### src/rtl/volume_ramp_if.sv
// volume_ramp_if: control/status bundle of volume_ramp; mute exists only with VOLUME_RAMP_MUTE_EN
interface volume_ramp_if #(parameter int VOLUME_BITS = 4);
  logic                   sample_valid;
  logic                   target_load;
  logic [VOLUME_BITS-1:0] target_volume;
  logic [VOLUME_BITS-1:0] volume;
  logic                   ramping;
  logic                   muted;
`ifdef VOLUME_RAMP_MUTE_EN
  logic                   mute;
`endif
  modport master (
`ifdef VOLUME_RAMP_MUTE_EN
    output mute,
`endif
    output sample_valid, target_load, target_volume,
    input  volume, ramping, muted
  );
  modport slave (
`ifdef VOLUME_RAMP_MUTE_EN
    input  mute,
`endif
    input  sample_valid, target_load, target_volume,
    output volume, ramping, muted
  );
endinterface

### src/rtl/volume_ramp.sv
// volume_ramp: zipper-free volume stepping paced by sample strobes; mute fade with VOLUME_RAMP_MUTE_EN
module volume_ramp #(
  parameter int VOLUME_BITS = 4,
  parameter int STEP_DIV    = 16
) (
  input logic          clk,
  input logic          rst_n,
  volume_ramp_if.slave bus
);
  localparam int DW = STEP_DIV > 1 ? $clog2(STEP_DIV) : 1;
  localparam logic [DW-1:0] DIV_MAX = DW'(STEP_DIV - 1);
  typedef enum logic [1:0] {IDLE, RAMP, MUTED} state_t;
  state_t                 r_state, w_nxt;
  logic [VOLUME_BITS-1:0] r_target, r_volume, w_eff, w_vol_nxt;
  logic [DW-1:0]          r_div;
  logic                   r_ramping, r_muted, w_mute, w_step;
`ifdef VOLUME_RAMP_MUTE_EN
  assign w_mute = bus.mute;
`else
  assign w_mute = 1'b0;
`endif
  assign bus.volume  = r_volume;
  assign bus.ramping = r_ramping;
  assign bus.muted   = r_muted;
  // The step always uses the target held before this edge; a same-cycle load applies next cycle.
  always_comb begin
    w_eff     = w_mute ? '0 : r_target;
    w_step    = r_state == RAMP && bus.sample_valid && r_div == DIV_MAX;
    w_vol_nxt = !w_step ? r_volume :
                r_volume < w_eff ? r_volume + 1'b1 :
                r_volume > w_eff ? r_volume - 1'b1 : r_volume;
    w_nxt     = r_state;
    case (r_state)
      IDLE:    w_nxt = (w_mute && r_volume == '0) ? MUTED : (w_eff != r_volume) ? RAMP : IDLE;
      RAMP:    w_nxt = (w_vol_nxt != w_eff) ? RAMP : w_mute ? MUTED : IDLE;
      default: w_nxt = w_mute ? MUTED : (r_target != '0) ? RAMP : IDLE;
    endcase
  end
  always_ff @(posedge clk or negedge rst_n)
    if (!rst_n) begin
      r_state   <= IDLE;
      r_target  <= '0;
      r_volume  <= '0;
      r_div     <= '0;
      r_ramping <= 1'b0;
      r_muted   <= 1'b0;
    end else begin
      r_state   <= w_nxt;
      r_target  <= bus.target_load ? bus.target_volume : r_target;
      r_volume  <= w_vol_nxt;
      r_div     <= w_nxt != RAMP ? '0 :
                   (r_state == RAMP && bus.sample_valid) ? (r_div == DIV_MAX ? '0 : r_div + 1'b1) : r_div;
      r_ramping <= w_nxt == RAMP;
      r_muted   <= w_nxt == MUTED;
    end
endmodule

### src/flat_wrapper.sv
// flat-port wrapper written by rule: the top's interface ports become plain ports
module volume_ramp_flat 
#(
  parameter int VOLUME_BITS = 4,
  parameter int STEP_DIV    = 16
)
  (clk, rst_n, bus_sample_valid, bus_target_load, bus_target_volume, bus_volume, bus_ramping, bus_muted);
  volume_ramp_if #(.VOLUME_BITS(VOLUME_BITS)) bus_i ();
  input logic clk;
  input logic rst_n;
  input wire logic [$bits(bus_i.sample_valid)-1:0] bus_sample_valid;
  input wire logic [$bits(bus_i.target_load)-1:0] bus_target_load;
  input wire logic [$bits(bus_i.target_volume)-1:0] bus_target_volume;
  output wire logic [$bits(bus_i.volume)-1:0] bus_volume;
  output wire logic [$bits(bus_i.ramping)-1:0] bus_ramping;
  output wire logic [$bits(bus_i.muted)-1:0] bus_muted;
  assign bus_i.sample_valid = bus_sample_valid;
  assign bus_i.target_load = bus_target_load;
  assign bus_i.target_volume = bus_target_volume;
  assign bus_volume = bus_i.volume;
  assign bus_ramping = bus_i.ramping;
  assign bus_muted = bus_i.muted;
  volume_ramp #(.VOLUME_BITS(VOLUME_BITS), .STEP_DIV(STEP_DIV)) u_core (.clk(clk), .rst_n(rst_n), .bus(bus_i));
endmodule
### config.mk
export PLATFORM = sky130hd
export DESIGN_NAME = volume_ramp_flat
export DESIGN_NICKNAME = d
export VERILOG_FILES = /design/src/rtl/volume_ramp_if.sv /design/src/rtl/volume_ramp.sv /design/src/flat_wrapper.sv
export SDC_FILE = /design/constraint.sdc
export NUM_CORES = 1
export LEC_CHECK = 0
export CAP_MARGIN = 30
export CORE_MARGIN = 2
export CORE_UTILIZATION = 52
export CTS_CLUSTER_SIZE = 14
export DETAILED_ROUTE_END_ITERATION = 8
export PLACE_DENSITY_LB_ADDON = 0.12
export SETUP_SLACK_MARGIN = 0.1
export SLEW_MARGIN = 20
export SYNTH_ARGS = -nofsm -noshare
export SYNTH_HDL_FRONTEND = slang
export SYNTH_SLANG_ARGS = --single-unit
### constraint.sdc
create_clock -name clk -period 2.7 [get_ports clk]
set_clock_uncertainty 0.15 [all_clocks]
set_input_delay 0.405 -clock clk [delete_from_list [all_inputs] [get_ports clk]]
set_output_delay 0.405 -clock clk [all_outputs]
set_load 0.01 [all_outputs]
After elaboration in Yosys (flattened, before gate mapping)
Cells that the tools add are included.

Register bits after elaboration: 16. Input bits: 8. Output and inout port bits: 6. Word-level logic and storage cells: 33.

Add/subtract/negate cells: 3. Magnitude comparators: 2. Equality and inequality tests: 7. Muxes and demuxes: 10. Reduce and logical (&&, ||, !) cells: 5.

Operators with widths (number): $mux W4 (6); $add A4 B1 Y4 const B (2); $ne A4 B4 Y1 (2); $eq A2 B1 Y1 const B (2); $eq A4 B4 Y1 const B (1); $gt A4 B4 Y1 (1); $lt A4 B4 Y1 (1); $reduce_bool A4 Y1 (1); $sub A4 B1 Y4 const B (1); $mux W1 (3); $eq A2 B2 Y1 const B (1); $logic_and A1 B1 Y1 (2); $logic_not A2 Y1 (1); $ne A2 B1 Y1 const B (1); $pmux W1 S2 (1); $reduce_bool A2 Y1 (1).

Depth between registers and ports, before layout
Depth after elaboration: 9. Gate-level depth with buffers: 8. Mapped depth without buffers: 8.

Worst setup path before layout
Ideal clock, no wire load.

Path type: reg-to-reg. Start point: register u_core.r_volume[1] (netlist: u_core.bus.volume[1]). End point: register u_core.r_ramping (netlist: u_core.bus.ramping). Setup time: 0.132 ns. Arrival time: 2.145 ns. Required time: 2.418 ns. Setup slack: 0.272 ns. Cell stages (with the launch flop): 8. Buffers on the path: 0. Cells stage by stage: dfrtp_1 ha_1 nor2b_4 o211a_4 or4_4 o211a_2 a211oi_4 a31oi_1.

Longest elaborated chain between the ends: 8. Elaborated cells between the ends (all ways): 13. Those cells by class: 2 x add/sub; 2 x order compare; 3 x eq/ne; 6 x mux.

RTL lines: start, declared (line volume_ramp.sv:14) `logic [VOLUME_BITS-1:0] r_target, r_volume, w_eff, w_vol_nxt;`; start signal, assigned (line volume_ramp.sv:50) `r_volume <= w_vol_nxt;`; $sub A4 B1 Y4 or $gt A4 B4 Y1 (tied branches) (line volume_ramp.sv:31) `r_volume > w_eff ? r_volume - 1'b1 : r_volume;`; $mux W4 (line volume_ramp.sv:31); $mux W4 (line volume_ramp.sv:30) `r_volume < w_eff ? r_volume + 1'b1 :`; $mux W4 (line volume_ramp.sv:29) `w_vol_nxt = !w_step ? r_volume :`; $ne A4 B4 Y1 (line volume_ramp.sv:35) `RAMP: w_nxt = (w_vol_nxt != w_eff) ? RAMP : w_mute ? MUTED : IDLE;`; $mux W1 (line volume_ramp.sv:35); $pmux W1 S2 (*) (line volume_ramp.sv:33) `case (r_state)`; named net u_core.w_nxt[0] (line volume_ramp.sv:13) `state_t r_state, w_nxt;`; $eq A2 B1 Y1 (*) (line volume_ramp.sv:53) `r_ramping <= w_nxt == RAMP;`; end signal, assigned (line volume_ramp.sv:45) `r_ramping <= 1'b0;`; end signal, assigned (line volume_ramp.sv:53); end, declared (line volume_ramp.sv:16) `logic r_ramping, r_muted, w_mute, w_step;`.

The timed path passes the listed nets; every way through them passes the cells marked *. A chain may end at the register's enable or synchronous reset.

Final worst setup path
Ends and elaborated chain as after synthesis.

==> insert_results.sql <==
INSERT INTO impl_metrics (metric_group, metric, value, unit) VALUES
('detailed_routing', 'wl_per_cell', '13.9', 'µm'),
('clock_network', 'cts_max_path_buffers', '2', ''),
('placement', 'dp_hpwl', '1500', 'µm'),
('critical_path', 'path_cells', 'ha_1, nor2b_4, o211a_4, o22a_1, or3_1, a211oi_4, a31oi_1', ''),
('global_routing', 'grt.total_usage', '0.205', ''),
('worst_hold_path', 'hold_path.class', 'in -> async', ''),
('detailed_routing', 'drcViolationCount', '0', ''),
('synthesis', 'post_synth_inst_count', '98', ''),
('clock_network', 'cts_root_buffer', 'sky130_fd_sc_hd__clkbuf_4', ''),
('synthesis', 'synth_nets', '113', ''),
('die', 'core_area', '1710', 'µm²'),
('die', 'fp_rows', '15', ''),
('detailed_routing', 'drt_pass1_iterations', '4', ''),
('global_routing', 'antenna_violations_before_repair', '0', ''),
('timing', 'setup_slack', '210', 'ps'),
('pwr', 'power-per-cell-area', '700', 'nW/µm²'),
('critical_path', 'timing.critical_path.to_type', 'register', ''),
('global_routing', 'grt_remaining_overflow', '0', ''),
('detailed_routing', 'vias_per_cell', '5.57', ''),
('finish', 'nNetsFinal', '136', ''),
('synthesis', 'synth.avg_cell_area', '9.52', 'µm²'),
('timing', 'fmaxAchievable', '0.402', 'GHz'),
('detailed_routing', 'routed-wl-met2', '921', 'µm'),
('clock_network', 'clock_latency', '280', 'ps'),
('finish', 'drive_gt1_frac', '0.175', ''),
('critical_path', 'slowest_stage', 'sky130_fd_sc_hd__or3_1', ''),
('critical_path', 'worst_path_dominant_cell_family', 'compound AO/OA/AOI/OAI gates', ''),
('synthesis', 'yosysSeqAreaShare', '0.349', ''),
('placement', 'preCtsSetupSlack', '173', 'ps'),
('run_status', 'status', 'finished clean', ''),
('timing', 'tightest_slew', '624', 'ps'),
('global_routing', 'grt_max_degree', '14', ''),
('timing', 'fin_setup_tns', '0', 'ps'),
('global_routing', 'grt_pass1_wl', '3040', 'µm'),
('detailed_routing', 'route.antenna.remaining_nets', '0', ''),
('detailed_routing', 'vias', '808', ''),
('flow_run', 'drv.max_cap_violation_count', '0', ''),
('critical_path', 'critical_path_peak_fanout', '5', ''),
('detailed_routing', 'maxUsedRoutingLayer', 'met4', ''),
('clock_network', 'tritoncts_clock_tree', 'built', ''),
('placement', 'routabilityCongestion', '0.839', ''),
('finish', 'n_antenna_cell', '0', ''),
('global_routing', 'grt_pass1_vias', '691', ''),
('critical_path', 'crit_path_start_kind', 'register', ''),
('detailed_routing', 'met3_length', '100', 'µm'),
('clock_network', 'numCtsBuffers', '3', ''),
('critical_path', 'timing.critical_path.slowest_cell_delay', '420', 'ps'),
('synthesis', 'ys.warnings.count', '0', ''),
('synthesis', 'mappedNetlistArea', '933', 'µm²'),
('clock_network', 'ctsHoldBuffers', '0', ''),
('synthesis', 'post_synth_edffs', '0', ''),
('clock_network', 'cts_max_level', '1', ''),
('timing', 'rsz0062_at_grt', 'false', ''),
('critical_path', 'timing.setup.critical_path_class', 'reg -> reg', ''),
('pwr', 'power.ir.vdd_worst', '450', 'µV'),
('pwr', 'power.static_leakage', '0.540', 'nW'),
('timing', 'setup_violations', '0', ''),
('die', 'dieArea', '2150', 'µm²'),
('synthesis', 'yosys.cell_types.count', '39', ''),
('critical_path', 'crit_required', '2690', 'ps'),
('detailed_routing', 'met1Wirelength', '968', 'µm'),
('detailed_routing', 'first_iter_violations', '28', ''),
('clock_network', 'clkTransAtPathRegs', '90', 'ps'),
('placement', 'place.port_buffers', '12', ''),
('critical_path', 'worstPathArrival', '2480', 'ps'),
('detailed_routing', 'detail_route.wirelength', '2020', 'µm'),
('die', 'effective_utilization_at_floorplan', '0.547', ''),
('timing', 'timing.final.crit_share', '0.922', ''),
('synthesis', 'synthFlopType', 'sky130_fd_sc_hd__dfrtp_1', ''),
('timing', 'finalHoldViolCount', '0', ''),
('die', 'floorplan.die.height', '46.4', 'µm'),
('synthesis', 'async_flop_share', '1.00', ''),
('timing', 'maxSlewViolCount', '0', ''),
('timing', 'timing.max_slew.rel_slack', '0.583', ''),
('synthesis', 'ys_seq_elements', '13', ''),
('die', 'top_level_ports', '14', ''),
('finish', 'syn2layout_area_growth', '25.2', '%'),
('clock_network', 'clkSinkCount', '13', ''),
('critical_path', 'timing.critical_path.buf_inv', '0', ''),
('timing', 'finalWorstPathRequiredPeriod', '2490', 'ps'),
('die', 'floorplan.die.width', '46.4', 'µm');
## worst register-to-register path, stage by stage, from the launching register on
cell and delay (ps):
sky130_fd_sc_hd__dfrtp_1 390, sky130_fd_sc_hd__ha_1 330, sky130_fd_sc_hd__nor2b_4 150, sky130_fd_sc_hd__o211a_4 250
sky130_fd_sc_hd__o22a_1 230, sky130_fd_sc_hd__or3_1 420, sky130_fd_sc_hd__a211oi_4 310, sky130_fd_sc_hd__a31oi_1 140
## layout by cell type (no fill, tap or decap), drive strengths merged, types with 3 or more instances in the layout
cell | synthesis | layout
a31oi | 5 | 5
inv | 5 | 5
ha | 7 | 7
clkbuf | 0 | 4
nor2 | 5 | 5
nor3 | 3 | 3
nand3 | 4 | 4
nand2 | 14 | 14
and2 | 3 | 3
buf | 1 | 7
o21ai | 7 | 7
clkdlybuf4s50 | 0 | 12
dfrtp | 13 | 13
## synth_stat cells, types with 2 or more instances
cell,instances,area (µm²)
sky130_fd_sc_hd__o21ai_0,7,35.0
sky130_fd_sc_hd__dfrtp_1,13,325
sky130_fd_sc_hd__xnor2_1,2,17.5
sky130_fd_sc_hd__ha_1,7,87.6
sky130_fd_sc_hd__nor2_1,5,18.8
sky130_fd_sc_hd__nor3_1,3,15.0
sky130_fd_sc_hd__or2_2,2,12.5
sky130_fd_sc_hd__xnor3_1,2,45.0
sky130_fd_sc_hd__nand2_1,14,52.6
sky130_fd_sc_hd__nand3_1,4,20.0
sky130_fd_sc_hd__a31oi_1,5,31.3
sky130_fd_sc_hd__xor2_1,2,17.5
sky130_fd_sc_hd__inv_1,5,18.8
sky130_fd_sc_hd__mux2_2,2,22.5
## kinds of logic after synthesis
family | after synthesis | synth area share
simple gates | 40 | 0.225
compound gates | 22 | 0.180
flops | 13 | 0.349
fa+ha+maj | 7 | 0.0938
xor+xnor | 6 | 0.0858
buf+inv | 6 | 0.0282
mux | 3 | 0.0349
other cells | 1 | 0.00402
## flip-flops by register name, indices dropped and copies added (netlist names)
signal,count
u_core.bus.ramping,1
u_core.bus.volume,4
u_core.r_target,4
u_core.r_div,4
## metrics by stage
step / utilization / power (mW) / cells / hold slack (ps) / area (µm²)
after floorplan: - / 0.553 / 98 / -40.6 / 933
after global placement: 0.648 / 0.660 / 138 / 417 / 1110
after detailed placement: 0.648 / 0.674 / 138 / 419 / 1110
after CTS: 0.664 / 0.800 / 142 / 377 / 1130
after global routing: 0.684 / 0.877 / 145 / 390 / 1170
final: 0.684 / 0.817 / 145 / 359 / 1170
## path summary, 6_finish.rpt
kind / startpoint / end / slack (ps) / depth (start not counted)
max: u_core.bus.volume[1]$_DFF_PN0_ / u_core.bus.ramping$_DFF_PN0_ / 210 / 7
min: rst_n / u_core.bus.volume[2]$_DFF_PN0_ / 360 / 1
max reg2reg: u_core.bus.volume[1]$_DFF_PN0_ / u_core.bus.ramping$_DFF_PN0_ / 210 / 7
min reg2reg: u_core.r_target[1]$_DFFE_PN0P_ / u_core.r_target[1]$_DFFE_PN0P_ / 430 / 2
max in group asynchronous: rst_n / u_core.r_div[1]$_DFFE_PN0P_ / 1640 / 1
min in group clk: u_core.r_target[1]$_DFFE_PN0P_ / u_core.r_target[1]$_DFFE_PN0P_ / 430 / 2
## final cells by class
cell class / instances / area, µm²
sequential: 13 / 325
multi-input combinational: 79 / 594
timing repair buffer: 19 / 173
inverter: 5 / 18.8
tap: 25 / 31.3
fill: 140 / 539
clock buffer: 4 / 26.3
## repair_timing
action                                  4_1_cts  5_1_grt
setup buffers                                 0        3
endpoints found under the setup margin        0        3
gates resized for setup                       0        2
## power by group
group	switching (mW)	leakage, nW	internal [mW]
clock network	0.0676	0.0150	0.0573
registers	0.0448	0.158	0.242
logic	0.196	0.366	0.209
## layer usage
| layer | vias up | GRT usage |
|---|---|---|
| met1 | 371 | 0.307 |
| li1 | 403 | - |
| met5 | - | 0 |
| met4 | 0 | 0.0686 |
| met2 | 30 | 0.294 |
| met3 | 4 | 0.0353 |
Note: power is estimated with default switching activity, not from simulation.
